[src/rtl/matrix_mul.sv]
`default_nettype none
// ============================================================================
// matrix_mul : pipelined signed matrix multiplier, RES = A x B (3-cycle latency)
// Rev 1.0
// ============================================================================
module matrix_mul #(
    parameter int BITS     = 8,
    parameter int WIDTH    = 3,
    parameter int HEIGHT_A = 2,
    parameter int WIDTH_B  = 3
) (
    input  logic                clk,
    input  logic                reset,
    input  logic [BITS-1:0]     i_array_a   [HEIGHT_A][WIDTH],
    input  logic [BITS-1:0]     i_array_b   [WIDTH][WIDTH_B],
    output logic [2*BITS-1:0]   o_array_res [HEIGHT_A][WIDTH_B]
);

    localparam int c_RW = 2 * BITS;

    logic [BITS-1:0] r_a    [HEIGHT_A][WIDTH];
    logic [BITS-1:0] r_b    [WIDTH][WIDTH_B];
    logic [c_RW-1:0] w_prod [HEIGHT_A][WIDTH_B][WIDTH];
    logic [c_RW-1:0] r_prod [HEIGHT_A][WIDTH_B][WIDTH];
    logic [c_RW-1:0] w_sum  [HEIGHT_A][WIDTH_B];

    // Stage 1: operand capture
    always_ff @(posedge clk or negedge reset) begin
        if (!reset) begin
            for (int i = 0; i < HEIGHT_A; i++)
                for (int k = 0; k < WIDTH; k++)
                    r_a[i][k] <= '0;
            for (int k = 0; k < WIDTH; k++)
                for (int j = 0; j < WIDTH_B; j++)
                    r_b[k][j] <= '0;
        end else begin
            r_a <= i_array_a;
            r_b <= i_array_b;
        end
    end

    // Sign-extend to full width first so the truncated product is the exact
    // two's-complement result modulo 2^(2*BITS).
    always_comb begin
        for (int i = 0; i < HEIGHT_A; i++)
            for (int j = 0; j < WIDTH_B; j++)
                for (int k = 0; k < WIDTH; k++)
                    w_prod[i][j][k] = {{BITS{r_a[i][k][BITS-1]}}, r_a[i][k]}
                                    * {{BITS{r_b[k][j][BITS-1]}}, r_b[k][j]};
    end

    // Stage 2: product registers
    always_ff @(posedge clk or negedge reset) begin
        if (!reset) begin
            for (int i = 0; i < HEIGHT_A; i++)
                for (int j = 0; j < WIDTH_B; j++)
                    for (int k = 0; k < WIDTH; k++)
                        r_prod[i][j][k] <= '0;
        end else begin
            r_prod <= w_prod;
        end
    end

    always_comb begin
        for (int i = 0; i < HEIGHT_A; i++)
            for (int j = 0; j < WIDTH_B; j++) begin
                w_sum[i][j] = '0;
                for (int k = 0; k < WIDTH; k++)
                    w_sum[i][j] = w_sum[i][j] + r_prod[i][j][k];
            end
    end

    // Stage 3: result registers
    always_ff @(posedge clk or negedge reset) begin
        if (!reset) begin
            for (int i = 0; i < HEIGHT_A; i++)
                for (int j = 0; j < WIDTH_B; j++)
                    o_array_res[i][j] <= '0;
        end else begin
            o_array_res <= w_sum;
        end
    end

endmodule
`default_nettype wire

[config.mk]
export PLATFORM = sky130hd
export DESIGN_NAME = matrix_mul
export DESIGN_NICKNAME = d
export VERILOG_FILES = /design/src/rtl/matrix_mul.sv
export SDC_FILE = /design/constraint.sdc
export NUM_CORES = 2
export LEC_CHECK = 0
export ABC_AREA = 1
export BUFFER_PORTS_ARGS = -buffer_cell sky130_fd_sc_hd__clkbuf_2
export CAP_MARGIN = 30
export CORE_MARGIN = 8
export CORE_UTILIZATION = 49
export DETAILED_ROUTE_END_ITERATION = 10
export GPL_TIMING_DRIVEN = 0
export PLACE_DENSITY = 0.72
export SLEW_MARGIN = 20
export SYNTH_ARGS = -nofsm -noshare
export SYNTH_HDL_FRONTEND = slang
export SYNTH_SLANG_ARGS = --single-unit
export TNS_END_PERCENT = 50
[constraint.sdc]
create_clock -name clk -period 5.45 [get_ports clk]
set_input_delay 0.2725 -clock clk [delete_from_list [all_inputs] [get_ports clk]]
set_output_delay 0.2725 -clock clk [all_outputs]
set_load 0.005 [all_outputs]
# Word-level counts from Yosys, hierarchy flattened
# Cells that the tools add are included.
dict set report word_totals {
  in_bits 122
  elab_cells 69
  output_inout_bits 96
  regBits 504
}
dict set report classes {
  multipliers 18
  n_addsub 12
}
# op n
set ops {}
lappend ops {{multiplier 8 x 8 -> 16 bit} 18}
lappend ops {{adder 16 bit} 12}

# Depth between registers and ports, before layout
dict set report logic_depth {
  ltp_word 2
  ltp_mapped 23
  depth_no_buf 21
}

# Least setup slack after synthesis
# Ideal clock, no wire load.
dict set report synth_timing {
  path_type {reg2reg}
  start {register r_a[15] (netlist name)}
  end {register r_prod[31] (netlist name)}
  slack_ns 1.283
  stages_incl_launch_ff 18
  arrival_ns 4.050
  synth_period_minus_slack_ns 4.167
  path_buffers 1
  setup_ns 0.116
  t_required_ns 5.334
  path_cell_list {dfrtp_1 clkbuf_1 nand2_1 fa_1 inv_1 fa_1 inv_1 fa_1 inv_1 fa_1 ha_1 a21o_1 nor2_1 nand2_1 nor2_1 clkinv_1 nand2_1 nand2_1}
}
# element line
set synth_rtl {}
lappend synth_rtl {{start, declared} 21} ;# logic [BITS-1:0] r_a [HEIGHT_A][WIDTH];
lappend synth_rtl {{start signal, assigned} 37} ;# r_a <= i_array_a;
lappend synth_rtl {{end signal, assigned} 60} ;# r_prod <= w_prod;
lappend synth_rtl {{end, declared} 24} ;# logic [c_RW-1:0] r_prod [HEIGHT_A][WIDTH_B][WIDTH];

==> summary.md <==
| Metric | Value |
|---|---|
| Outcome | `finished clean` |
| I/O pins | `218` |
| Max IR drop VDD | `0.391 mV` |
| Vias per inst | `4.92` |
| Remaining DRCs | `0` |
| TritonCTS clock tree | `yes` |
| Initial Utilization | `49.4%` |
| Root buf cell | `clkbuf_16` |
| Synth Register Bits | `504` |
| Most common cell in the netlist | `inv_1` |
| Synth async-reset ratio | `100%` |
| Drt wl/cell | `17.8 um` |
| Gr usage total | `25.5%` |
| P_sw | `between 20 and 30 mW` |
| Final min period | `roughly 5.3 ns` |
| Slew Limit Fails | `0` |
| Seq/Total Area, Yosys | `between 10% and 20%` |
| Synth area leaders | `fa_1, dfrtp_1, inv_1, ha_1, nand2_1` |
| Final RePlAce weighted congestion | `between 0.9 and 1` |
| Clk pwr share | `9.7%` |
| Synth area leader | `fa_1` |
| Clk buf depth | `3` |
| Worst-path fanout max | `10` |
| Critical Path Sink Type | `flop` |
| # rows | `136` |
| Pwr dens | `606 nW/um^2` |
| Total power | `between 40 and 50 mW` |
| First-pass GRT wire length | `302000 um` |
| Worst skew pair latency | `0.70 ns` |
| PortBufs | `217` |
| H-tree Lvls | `2` |
| Top_reg_cell synth | `dfrtp_1` |
| Fin crit share | `96.9%` |
| Fill count | `roughly 13000` |
| Layout cell share with drive strength beyond 1 | `under 10%` |
| Crit Path Class | `flop to flop` |
| Sw Share | `55.2%` |
| Combinational power share | `75.9%` |
| Post-Syn Area | `68000 sq um` |
| Critical path startpoint category | `flop` |
| Worst r2r path cells | `15` |
| Critical Path AT | `5.79 ns` |
| Die area | `about 150000 sq um` |
| Nets | `10600` |
| Final Util | `54.4%` |
| Die Wd | `~390 um` |
| 1st-iter DRT viols | `3845` |
| Synth Area per Inst | `approximately 8 sq um` |
| Sequential Power Share | `between 10% and 20%` |
| Post-Syn Instances | `8349` |
| Routed Antenna Nets | `0` |
| Area after DPL | `71500 sq um` |
| Post-synth top cells | `inv_1, nand2_1, fa_1` |
| Largest net degree at the start of global routing | `96` |
| CP required | `5.96 ns` |
| Via count | `52200` |
| Leakage power | `44.9 nW` |
| CORE AREA | `roughly 140000 sq um` |
| Post-synth EDFFs | `0` |
| Worst-path clk slew | `0.06 ns` |
| Worst-margin pin slew | `0.872 ns` |
| Die Height | `388 um` |
| Final wirelength | `189000 um` |
| Design area | `about 75000 sq um` |
| Max-slew headroom | `41.4%` |
| F_max | `roughly 0.19 GHz` |
| Cts bufs inserted | `59` |
| Final-report hold violation count | `0` |
| Maximum Capacitance Violations | `0` |
| Post-CTS Setup Bufs | `0` |
| Hold/Removal Path Class | `primary input to async pin` |
| Synth warnings | `0` |
| Setup violators final | `0` |
| Synthesized net count | `10200` |
| Post-DP HPWL | `157000 um` |
| Number of clock sinks | `504` |
| Area share of the largest cell type after synthesis | `32.0%` |
| First-pass iteration count of the detailed router | `5` |
| Antenna violations before repair | `12` |
| Grt total ovfl | `0` |
| RSZ-0062 raised after global routing | `yes` |
| Vias in the first global route | `55100` |
| Distinct cells, synth | `38` |
| Int Power | `20.3 mW` |
| Synth-to-Final Area Change | `10.2%` |
| Clock skew | `0.0389 ns` |
-- metrics by stage --
stage | TNS [ns] | hold slack, ns | std cells | setup WS, ns
floorplan | 0 | -0.0231 | 8349 | 1.28
global placement | -3713.05 | 0.381 | 10400 | -7.50
detailed placement | 0 | 0.227 | 10400 | 0.203
CTS | 0 | 0.0362 | 10600 | 0.105
global route | -0.0274 | 0.104 | 10600 | -0.0274
finish | 0 | 0.0764 | 10600 | 0.171
-- routing by layer --
metal  GRT usage, %  part of all wire, %  vias up
met5              0               0.0095        -
met4           9.70                  4.5        2
met3           4.35                  7.4      392
met2           42.7                   47     1667
met1           33.1                   41    25500
li1               -                    -    24600
-- cell usage in the layout, fill, tap and decap left out, types with 13 or more instances in the layout --
cell	count
inv_1	2591
nand2_1	1978
fa_1	1086
ha_1	606
dfrtp_1	504
nor2_1	323
nand3_1	242
clkbuf_2	219
clkbuf_1	180
a21oi_1	165
xor2_1	147
dlygate4sd3_1	121
xnor2_1	109
o21ai_0	64
clkbuf_16	60
buf_2	50
nand4_1	44
a21o_1	29
o21bai_1	28
o21ai_1	27
o21ai_2	24
nand2_2	24
o21a_1	18
a21oi_2	18
nand3b_1	14
nor2_2	13
-- sequential cells by signal, indices dropped and copies added, names as in the netlist --
signal       count
o_array_res     96
r_a             48
r_b             72
r_prod         288
-- cell families after synthesis --
logic type      after synthesis  synth area share (%)
buf+inv                    2832                  15.7
flops                       504                  18.6
simple gates               2671                  15.8
fa+ha+maj                  1692                  43.1
xor+xnor                    261                  3.36
compound gates              389                  3.43
-- cell type report --
cell class	count	area, sq um	area share, %
buffer	231	933	1.25
multi-input combinational	5013	44700	59.7
clock inverter	37	504	0.674
antenna	7	17.5	0.0234
tap	1794	2240	3.00
timing repair buffer	344	2470	3.30
inverter	2601	9760	13.0
sequential	504	12600	16.8
clock buffer	73	1620	2.16
-- worst paths after layout --
kind	from	endpoint	slack, ns
min in group clk	i_array_a[17]	r_a[17]	0.21
setup reg to reg	r_a[12]	r_prod[75]	0.17
hold reg to reg	r_prod[143]	o_array_res[47]	0.71
hold / removal	reset	r_prod[109]	0.08
setup / recovery	r_a[12]	r_prod[75]	0.17
max in group asynchronous	reset	o_array_res[67]	3.91
-- critical path: stages (launching register included) --
cell and delay [ns]:
dfrtp_1 0.59, clkbuf_1 0.67, nand2_1 0.16, fa_1 0.43
fa_1 0.55, inv_1 0.06, fa_1 0.55, inv_1 0.06
fa_1 0.48, inv_1 0.05, ha_1 0.40, nand2_1 0.12
nor2_1 0.15, nand2_1 0.07, nand2_1 0.10, xor2_1 0.68
-- timing repair --
| action | in CTS | in global routing |
|---|---|---|
| hold buffers | 121 | 0 |
| setup endpoints to repair | 0 | 14 |
| hold endpoints to repair | 378 | 0 |
| resized for setup | 0 | 11 |
-- power groups by stage --
| stage | registers [mW] | logic [mW] | clock network (mW) |
|---|---|---|---|
| floorplan | 6.16 | 23.8 | 0 |
| global placement | 6.62 | 33.6 | 0 |
| detailed placement | 6.62 | 34.0 | 0 |
| CTS | 6.57 | 34.3 | 4.52 |
| global route | 6.68 | 39.0 | 4.66 |
| finish | 6.55 | 34.4 | 4.39 |
Note: power is estimated with default switching activity, not from simulation.
